--- config.mk ---
export PLATFORM = sky130hd
export DESIGN_NAME = ls374_bus_arbiter
export DESIGN_NICKNAME = d
export VERILOG_FILES = /design/src/rtl/ls374_arb_pkg.sv /design/src/rtl/ls374_bus_arbiter_rr_pick.sv /design/src/rtl/ls374_bus_arbiter.sv
export SDC_FILE = /design/constraint.sdc
export NUM_CORES = 1
export LEC_CHECK = 0
export CAP_MARGIN = 20
export CORE_ASPECT_RATIO = 0.9
export CORE_MARGIN = 2
export CORE_UTILIZATION = 48
export DETAILED_ROUTE_END_ITERATION = 6
export GPL_ROUTABILITY_DRIVEN = 0
export GPL_TIMING_DRIVEN = 0
export PLACE_DENSITY = 0.81
export SLEW_MARGIN = 20
export SYNTH_ARGS = -nofsm -noshare
export SYNTH_HDL_FRONTEND = slang
export SYNTH_SLANG_ARGS = --single-unit
--- constraint.sdc ---
create_clock -name clk -period 2.3 [get_ports clk]
set_input_delay 0.345 -clock clk [delete_from_list [all_inputs] [get_ports clk]]
set_output_delay 0.345 -clock clk [all_outputs]
set_load 0.03 [all_outputs]
--- src/rtl/ls374_arb_pkg.sv ---
// Shared types and constants for the ls374 tri-state bus arbiter.
package ls374_arb_pkg;

  typedef enum logic [1:0] {ARB_IDLE, ARB_TURN, ARB_DRIVE} arb_state_t;

  // All OC_b lines released; users slice off the low N_SRC bits.
  localparam int MAX_SRC = 32;
  localparam logic [MAX_SRC-1:0] OCB_ALL_OFF = '1;

endpackage

--- src/rtl/ls374_bus_arbiter_rr_pick.sv ---
// Combinational round-robin pick: first asserted req searching upward from last+1, with wrap.
module rr_pick #(
  parameter int N_SRC = 4,
  parameter int IDXW  = $clog2(N_SRC)
) (
  input  logic [N_SRC-1:0] req,
  input  logic [IDXW-1:0]  last,
  output logic [IDXW-1:0]  pick,
  output logic             any
);

  logic [IDXW-1:0] idx;

  // Walk from farthest to nearest so the nearest hit after last wins.
  always_comb begin
    pick = last;
    idx  = '0;
    any  = |req;
    for (int i = N_SRC; i >= 1; i--) begin
      idx = IDXW'((int'(last) + i) % N_SRC);
      if (req[idx]) pick = idx;
    end
  end

endmodule

--- src/rtl/ls374_bus_arbiter.sv ---
// Round-robin sequencer for ls374 drivers sharing one tri-state bus, with a
// released-bus turnaround cycle before every grant and a capture strobe at the end.
module ls374_bus_arbiter
  import ls374_arb_pkg::*;
#(
  parameter  int N_SRC       = 4,
  parameter  int HOLD_CYCLES = 2,
  localparam int IDXW        = $clog2(N_SRC)
) (
  input  logic             clk,
  input  logic             rst,
  input  logic [N_SRC-1:0] req,
  output logic [N_SRC-1:0] oc_b,
  output logic [IDXW-1:0]  grant_idx,
  output logic             busy,
  output logic             cap,
  output logic [N_SRC-1:0] done
);

  localparam int             CW       = $clog2(HOLD_CYCLES + 1);
  localparam logic [CW-1:0]  CNT_LAST = CW'(HOLD_CYCLES - 1);
  localparam logic [N_SRC-1:0] OCB_OFF = OCB_ALL_OFF[N_SRC-1:0];

  arb_state_t       state, state_n;
  logic [CW-1:0]    cnt, cnt_n;
  logic [IDXW-1:0]  last, last_n, grant_n, pick;
  logic             any, busy_n, cap_n;
  logic [N_SRC-1:0] oc_b_n, done_n;

  rr_pick #(.N_SRC(N_SRC), .IDXW(IDXW)) u_pick (
    .req  (req),
    .last (last),
    .pick (pick),
    .any  (any)
  );

  always_comb begin
    state_n = state;
    cnt_n   = cnt;
    last_n  = last;
    grant_n = grant_idx;
    case (state)
      ARB_IDLE: begin
        if (any) begin
          state_n = ARB_TURN;
          grant_n = pick;
          last_n  = pick;
        end
      end
      ARB_TURN: begin
        state_n = ARB_DRIVE;
        cnt_n   = '0;
      end
      ARB_DRIVE: begin
        if (cnt == CNT_LAST) begin
          cnt_n = '0;
          if (any) begin
            state_n = ARB_TURN;
            grant_n = pick;
            last_n  = pick;
          end else begin
            state_n = ARB_IDLE;
          end
        end else begin
          cnt_n = cnt + CW'(1);
        end
      end
      default: state_n = ARB_IDLE;
    endcase

    // Outputs are decoded from next-state values so they can be registered.
    oc_b_n = OCB_OFF;
    done_n = '0;
    if (state_n == ARB_DRIVE) oc_b_n[grant_n] = 1'b0;
    busy_n = (state_n != ARB_IDLE);
    cap_n  = (state_n == ARB_DRIVE) && (cnt_n == CNT_LAST);
    if (cap_n) done_n[grant_n] = 1'b1;
  end

  always_ff @(posedge clk) begin
    if (rst) begin
      state     <= ARB_IDLE;
      cnt       <= '0;
      last      <= IDXW'(N_SRC - 1);
      grant_idx <= '0;
      oc_b      <= OCB_OFF;
      busy      <= 1'b0;
      cap       <= 1'b0;
      done      <= '0;
    end else begin
      state     <= state_n;
      cnt       <= cnt_n;
      last      <= last_n;
      grant_idx <= grant_n;
      oc_b      <= oc_b_n;
      busy      <= busy_n;
      cap       <= cap_n;
      done      <= done_n;
    end
  end

endmodule

==> results of run 1 <==
cells in the final DEF, fill, tap and decap left out, types with 2 or more instances in the layout:
cell type,synthesis,final
nand3_1,6,6
a21oi_1,5,5
clkdlybuf4s50_1,0,17
nor2_1,6,6
ha_1,4,4
nor3_1,5,5
a31oi_1,4,4
nand2_1,8,8
nand2b_1,4,4
inv_1,8,8
clkbuf_4,0,3
nor2b_1,2,2
dfxtp_1,18,18
o21ai_0,2,2
worst max path at each step:
stage | startpoint | to | slack, ns
6_report | req[1] | done[0] | 0.26
5_1_grt | req[1] | done[0] | 0.15
4_1_cts | req[1] | done[0] | 0.27
3_5_place_dp | req[1] | done[0] | -0.02
3_3_place_gp | req[1] | oc_b[2] | 0.05
2_1_floorplan | state[0] | done[0] | 0.63
sequential cells by signal (all words and copies together), names as in the netlist:
| name | count |
|---|---|
| cap | 1 |
| state | 2 |
| last | 2 |
| done | 4 |
| cnt | 2 |
| busy | 1 |
| oc_b | 4 |
| grant_idx | 2 |
routing by layer:
metal / share of wire (%) / up-vias / global-route usage, %
met3: 5.5 / 9 / 4.73
met1: 43 / 384 / 22.8
li1: - / 383 / -
met4: 2.5 / 0 / 10.3
met2: 49 / 28 / 34.2
met5: 0 / - / 0
area by class of cell:
class,count,area share [%]
Inverter,8,2.72
Sequential cell,18,32.7
Clock buffer,4,3.29
Tap cell,24,2.72
Multi-Input combinational cell,68,43.1
Timing Repair Buffer,17,15.4
cells by family after synthesis:
| family | count (synthesis) |
|---|---|
| AO/OA/AOI/OAI | 22 |
| adder cells (fa/ha/maj) | 4 |
| buffers and inverters | 8 |
| flip-flops | 18 |
| multiplexers | 2 |
| AND/OR/NAND/NOR | 40 |
report_power, final:
part           internal (mW)  total, mW  switching (mW)
Clock                 0.0964      0.198           0.102
Combinational          0.137      0.342           0.205
Sequential             0.346      0.379          0.0334
Total                  0.579      0.920           0.340
critical path, delay by kind of cell:
kind	cells	cell delay, ns
AND/OR/NAND/NOR	4	1.00
buffers and inverters	1	0.55
AO/OA/AOI/OAI	1	0.36
==> flow_metrics.py, run 1 <==
metrics = {
    "setup_path": {
        "cp_slowest_stage_delay_ns": 0.55,
        "arrival_ns": 2.26,
        "worstReg2RegStart": "state[0]",
        "cp-start-kind": "input pin",
        "slowest_stage": "clkdlybuf4s50_1",
        "reg2reg_depth": 6,
        "critPathMaxFanout": 6,
        "worstPathCellList": "clkdlybuf4s50_1 > nor4_4 > nand3_1 > a2111oi_2 > nand2_1 > nor3_1",
        "worstReg2RegEnd": "done[0]",
        "cp.required_ns": 2.52,
        "path_class": "in2reg",
        "r2r_slack_ns": 0.39,
        "endpoint_kind": "flop",
    },
    "global_route": {
        "grt_pass1_wl_mm": 3.24,
        "grt_pass1_vias": 755,
        "grt_start_max_net_pins": 11,
        "overflow": 0,
        "antenna_found_initial": 0,
        "grt_usage_pct": 19.6,
    },
    "logic_synthesis": {
        "synth_top_family_by_area": "simple AND/OR/NAND/NOR gates",
        "ys_ff_latch": 18,
        "synth_edf_count": 0,
        "post_synth_mux_area_share_pct": 2.46,
        "synth_nets": 104,
        "avgSynthCellArea_sq_um": 9.21,
        "ys_async_sr_fraction_pct": 0,
        "yosys-top-cells-area": "dfxtp_1, ha_1, nand3_1",
        "synth.distinct_cells": 34,
        "yosysTopAreaCellShare_pct": 41.6,
        "synth_commonest_cells": "dfxtp_1, inv_1, nand2_1",
        "synth_compound_area_share_pct": 20.4,
        "synth_xor_area_share_pct": 0,
        "syn_area_sq_um": 866,
        "synth_area_leader_cell": "dfxtp_1",
        "seq_area_frac_synth_pct": 41.6,
        "synthFlopType": "dfxtp_1",
        "postSynthCellCount": 94,
        "synth.most_common_cell": "dfxtp_1",
        "yosysWarnings": 0,
        "synthAdderAreaFrac_pct": 5.78,
        "yosys.area_share.simple_pct": 26.3,
    },
    "worst_hold_path": {
        "hp-class": "reg2reg",
        "holdPathStages": 2,
        "hold_start": "cnt[1]",
        "hold_path_end": "cnt[1]",
    },
    "layout": {
        "fin_area_sq_um": 1100,
        "final_net_count": 126,
        "drive_above_1_share_pct": 12.2,
        "multi_input_area_sq_um": 475,
        "synthToLayoutAreaGrowth_pct": 27.3,
        "diodes": 0,
        "nFillCells": 157,
        "stdcell_count": 139,
        "seq_area_sq_um": 360,
        "final_core_util_pct": 65.6,
    },
    "sta": {
        "maxSlewHeadroom_pct": 75.5,
        "hold_viol": 0,
        "drv_slew": 0,
        "setup_tns_ns": 0,
        "finClkSkew_ns": 0.00980,
        "setup_slack_ns": 0.258,
        "fmax_mhz": 490,
        "hold_slack_ns": 0.502,
        "rsz0062_at_grt": "false",
        "tightest_slew_ns": 0.364,
        "fin_crit_sh_pct": 88.8,
        "period_minus_slack_ns": 2.04,
        "setup_viol": 0,
    },
    "place": {
        "dp_slack_ns": -0.0215,
        "io_buffers": 17,
        "dp_cells": 135,
        "dpl_cell_area_sq_um": 1070,
        "dp_hpwl_mm": 1.47,
    },
    "power": {
        "p_per_area_nw_per_um2": 834,
        "ir_drop_v": 0.000444,
        "leakagePower_nw": 0.442,
        "p_total_mw": 0.920,
    },
    "cts": {
        "clk_pin_slew_ns": 0.11,
        "cts_buffer_depth": 2,
        "cts_buffers": 3,
        "htreeDepth": 1,
        "postCtsSetupBuffers": 0,
        "post_cts_resize_count": 0,
        "postCtsHoldBufs": 0,
        "cts.sink_count": 18,
        "cts_tree": "built",
        "cts-root-buf": "clkbuf_4",
        "clk_latency_ns": 0.30,
    },
    "drt": {
        "postRouteAntennaNets": 0,
        "vias": 804,
        "avgRoutedWirePerCell_um": 14.1,
        "totalWireLength_mm": 1.96,
        "dr.pass1.iters": 4,
        "viasPerCell": 5.78,
        "first_iter_violations": 20,
        "route.detailed.drc": 0,
    },
    "run_status": {
        "status": "finished, final reports clean",
    },
    "floorplanning": {
        "core_sq_um": 1680,
        "die_h_um": 44.3,
        "die_area_sq_um": 2160,
        "io_pins": 18,
        "rows": 14,
        "start_util_pct": 51.5,
        "die_width_um": 48.8,
    },
    "flow_run": {
        "max_cap_viol_count": 0,
    },
}
No activity file was read; power rests on OpenSTA's default activity.
==> run 2, diff against run 1 <==
Settings changed: CORE_ASPECT_RATIO 0.9 to default.
==> run 2 against run 1 <==
Non-clock buffer count stayed put; critical path depth did not move; register-to-register slack hardly changed; wire length is 12% lower; cell count did not move; die area about the same; combinational power down 3%; power down 6.8%; via count decreased by 7.0%; sequential power about the same; highest routed layer unchanged.
==> flow_metrics.py, run 2 (synthesis gave the netlist of run 1 again) <==
metrics = {
    "worst_hold_path": {
        "hp-class": "reg2reg",
        "hold_path_end": "cnt[1]",
        "hold_start": "cnt[1]",
        "holdPathStages": 2,
    },
    "global_route": {
        "overflow": 0,
        "grt_pass1_vias": 652,
        "grt_usage_pct": 18.6,
        "antenna_found_initial": 0,
        "grt_pass1_wl_mm": 2.84,
        "grt_start_max_net_pins": 10,
    },
    "layout": {
        "final_core_util_pct": 63.8,
        "diodes": 0,
        "final_cell_mix": "dfxtp_1, clkdlybuf4s50_1, inv_1, nand2_1",
        "fin_area_sq_um": 1090,
        "final_net_count": 126,
        "drive_above_1_share_pct": 11.4,
        "synthToLayoutAreaGrowth_pct": 25.9,
        "reg_top3": "done x4, oc_b x4",
        "stdcell_count": 139,
        "final_common_cell": "dfxtp_1",
    },
    "setup_path": {
        "path_class": "in2reg",
        "r2r_slack_ns": 0.39,
        "crit_family": "simple AND/OR/NAND/NOR gates",
        "slowest_stage": "clkdlybuf4s50_1",
        "critPathBufInv": 1,
        "critPathMaxFanout": 6,
        "cp_slowest_stage_delay_ns": 0.53,
        "endpoint_kind": "flop",
        "reg2reg_depth": 6,
        "worstSetupStartpoint": "req[1]",
        "worstReg2RegEnd": "done[1]",
        "arrival_ns": 2.23,
        "worstReg2RegStart": "state[1]",
        "cp-start-kind": "input pin",
        "worstPathCellList": "clkdlybuf4s50_1 > nor4_4 > nand3_1 > a2111oi_2 > nand2_1 > nor3_1",
        "cp.required_ns": 2.50,
    },
    "drt": {
        "route.detailed.drc": 0,
        "totalWireLength_mm": 1.73,
        "dr.pass1.iters": 4,
        "avgRoutedWirePerCell_um": 12.4,
        "first_iter_violations": 17,
        "postRouteAntennaNets": 0,
        "vias": 748,
        "viasPerCell": 5.38,
    },
    "sta": {
        "finClkSkew_ns": 0.00498,
        "maxSlewHeadroom_pct": 76.7,
        "setup_slack_ns": 0.269,
        "fmax_mhz": 492,
        "setup_viol": 0,
        "rsz0062_at_grt": "false",
        "tightest_slew_ns": 0.347,
        "period_minus_slack_ns": 2.03,
        "hold_slack_ns": 0.493,
        "hold_viol": 0,
        "setup_tns_ns": 0,
        "drv_slew": 0,
        "fin_crit_sh_pct": 88.3,
    },
    "cts": {
        "cts_tree": "built",
        "cts.sink_count": 18,
        "cts_buffer_depth": 2,
        "cts-root-buf": "clkbuf_4",
        "cts_buffers": 3,
        "htreeDepth": 1,
        "clk_pin_slew_ns": 0.09,
        "clk_latency_ns": 0.28,
        "postCtsSetupBuffers": 0,
        "post_cts_resize_count": 0,
        "postCtsHoldBufs": 0,
    },
    "floorplanning": {
        "io_pins": 18,
        "die_area_sq_um": 2160,
        "die_h_um": 46.5,
        "die_width_um": 46.5,
        "core_sq_um": 1710,
        "start_util_pct": 50.7,
        "rows": 15,
    },
    "run_status": {
        "status": "finished, final reports clean",
    },
    "power": {
        "ir_drop_v": 0.000576,
        "p_total_mw": 0.857,
        "leakagePower_nw": 0.434,
        "p_per_area_nw_per_um2": 787,
    },
    "place": {
        "io_buffers": 17,
        "dp_slack_ns": 0.0106,
        "dp_cells": 136,
        "dpl_cell_area_sq_um": 1070,
        "dp_hpwl_mm": 1.31,
    },
    "flow_run": {
        "max_cap_viol_count": 0,
    },
}
run 2: report_power, final:
group / switching, mW / internal (mW) / total (mW)
registers: 0.0300 / 0.346 / 0.376
logic: 0.196 / 0.137 / 0.333
clock network: 0.0875 / 0.0608 / 0.148
total: 0.313 / 0.544 / 0.857
run 2: cell type report:
class	instances	area, sq um
multi-input cells	68	475
inverters	8	30.0
repair buffers	17	170
fillers	156	618
flip-flops and latches	18	360
well taps	25	31.3
clock buffers	3	22.5
run 2: how the worst max path moves through the flow:
stage,end,slack [ns],depth (start not counted)
3_3_place_gp,done[1],0.07,6
3_5_place_dp,done[1],0.01,6
2_1_floorplan,done[0],0.63,6
6_report,done[1],0.27,6
5_1_grt,done[2],0.13,6
4_1_cts,done[1],0.30,6
run 2: layer usage:
layer / global-route usage (%) / part of all wire [%]
met5: 0 / 0
met4: 5.14 / 0.75
met3: 5.88 / 5.2
met2: 29.4 / 48
met1: 24.2 / 46
run 2: tightest hold or removal path, cell delays in order (launching register included):
cell	delay, ns
dfxtp_1	0.35
nand2b_1	0.08
a21oi_1	0.04
==> run 3, diff against run 2 <==
Settings changed: CORE_UTILIZATION 48 to 55, DONT_BUFFER_PORTS from default to 1, PLACE_DENSITY 0.81 to 0.75.
==> run 3 against run 2 <==
Wire length down 7.8%; non-clock buffer count decreased by 17; core utilization shrank 1.9 points; register-to-register slack about the same; largest cell class unchanged.
==> flow_metrics.py, run 3 (synthesis gave the netlist of run 1 again) <==
metrics = {
    "run_status": {
        "status": "finished, final reports clean",
    },
    "drt": {
        "totalWireLength_mm": 1.59,
        "first_iter_violations": 6,
        "route.detailed.drc": 0,
        "postRouteAntennaNets": 0,
        "dr.pass1.iters": 4,
        "vias": 672,
        "avgRoutedWirePerCell_um": 13.9,
        "viasPerCell": 5.89,
    },
    "setup_path": {
        "endpoint_kind": "flop",
        "worstSetupStartpoint": "state[0]",
        "reg2reg_depth": 6,
        "worstReg2RegStart": "state[0]",
        "critPathMaxFanout": 5,
        "path_class": "reg2reg",
        "arrival_ns": 2.14,
        "cp-start-kind": "flop",
        "cp.required_ns": 2.51,
    },
    "sta": {
        "fmax_mhz": 520,
        "tightest_slew_ns": 0.381,
        "setup_tns_ns": 0,
        "drv_slew": 0,
        "rsz0062_at_grt": "false",
        "hold_viol": 0,
        "hold_slack_ns": 0.109,
        "fin_crit_sh_pct": 83.6,
        "setup_viol": 0,
        "finClkSkew_ns": 0.00266,
        "setup_slack_ns": 0.377,
        "period_minus_slack_ns": 1.92,
        "maxSlewHeadroom_pct": 74.6,
    },
    "global_route": {
        "grt_start_max_net_pins": 11,
        "grt_pass1_vias": 667,
        "overflow": 0,
        "antenna_found_initial": 0,
        "grt_pass1_wl_mm": 2.75,
        "grt_usage_pct": 19.4,
    },
    "layout": {
        "final_common_cell": "dfxtp_1",
        "synthToLayoutAreaGrowth_pct": 6.50,
        "reg_top3": "done x4, oc_b x4",
        "drive_above_1_share_pct": 14.3,
        "final_net_count": 109,
        "final_cell_mix": "dfxtp_1, inv_1, nand2_1, nand3_1, nor2_1",
        "final_core_util_pct": 61.9,
        "diodes": 0,
    },
    "cts": {
        "postCtsSetupBuffers": 0,
        "clk_latency_ns": 0.29,
        "cts-root-buf": "clkbuf_4",
        "cts_tree": "built",
        "post_cts_resize_count": 0,
        "cts_buffers": 3,
        "postCtsHoldBufs": 0,
        "cts_buffer_depth": 2,
        "htreeDepth": 1,
        "clk_pin_slew_ns": 0.10,
        "cts.sink_count": 18,
    },
    "power": {
        "leakagePower_nw": 0.377,
        "p_per_area_nw_per_um2": 931,
        "p_total_mw": 0.858,
        "ir_drop_v": 0.000641,
    },
    "worst_hold_path": {
        "hold_start": "rst",
        "holdPathStages": 1,
        "hp-class": "in2reg",
    },
    "floorplanning": {
        "die_h_um": 43.7,
        "die_area_sq_um": 1910,
        "io_pins": 18,
        "start_util_pct": 58.2,
        "rows": 14,
        "die_width_um": 43.7,
        "core_sq_um": 1490,
    },
    "place": {
        "dp_slack_ns": 0.408,
        "io_buffers": 0,
        "dp_hpwl_mm": 1.17,
    },
    "flow_run": {
        "max_cap_viol_count": 0,
    },
}
==> run 3: path summary, 6_finish.rpt <==
path	endpoint	slack [ns]
max	done[3]	0.38
min	grant_idx[0]	0.11
min reg2reg	cnt[1]	0.50
max reg2reg	done[3]	0.38
==> run 3: power breakdown <==
part           leakage (nW)  internal [mW]  total (mW)  switching (mW)
sequential            0.147          0.346       0.412          0.0662
combinational         0.209          0.104       0.255           0.151
clock                0.0210         0.0965       0.191          0.0946
==> run 3: per-layer routing <==
metal	global-route usage, %	routed length, um	part of all wire (%)	vias up
met5	0	0	0	-
met4	6.06	0	0	0
met3	7.92	90	5.7	0
met2	32.4	744	47	17
met1	22.5	755	47	308
li1	-	-	-	347
==> run 3: per-stage QoR <==
| stage | std cells | instance area (sq um) |
|---|---|---|
| 2_1_floorplan | 94 | 866 |
| 6_report | 114 | 922 |
| 3_3_place_gp | 110 | 886 |
| 5_1_grt | 114 | 922 |
| 4_1_cts | 114 | 922 |
| 3_5_place_dp | 110 | 886 |
==> run 3: cell type report <==
cell class	count	area (sq um)
Tap cell	16	20.0
Inverter	8	30.0
Multi-Input combinational cell	68	475
Clock buffer	4	36.3
Sequential cell	18	360
Fill cell	138	567
==> run 3: critical path, stage by stage (launching register included) <==
cell and delay [ns]:
dfxtp_1 0.43, inv_1 0.10, ha_1 0.31, mux2_2 0.36
a2111oi_2 0.30, nand2_1 0.17, nor3_1 0.17
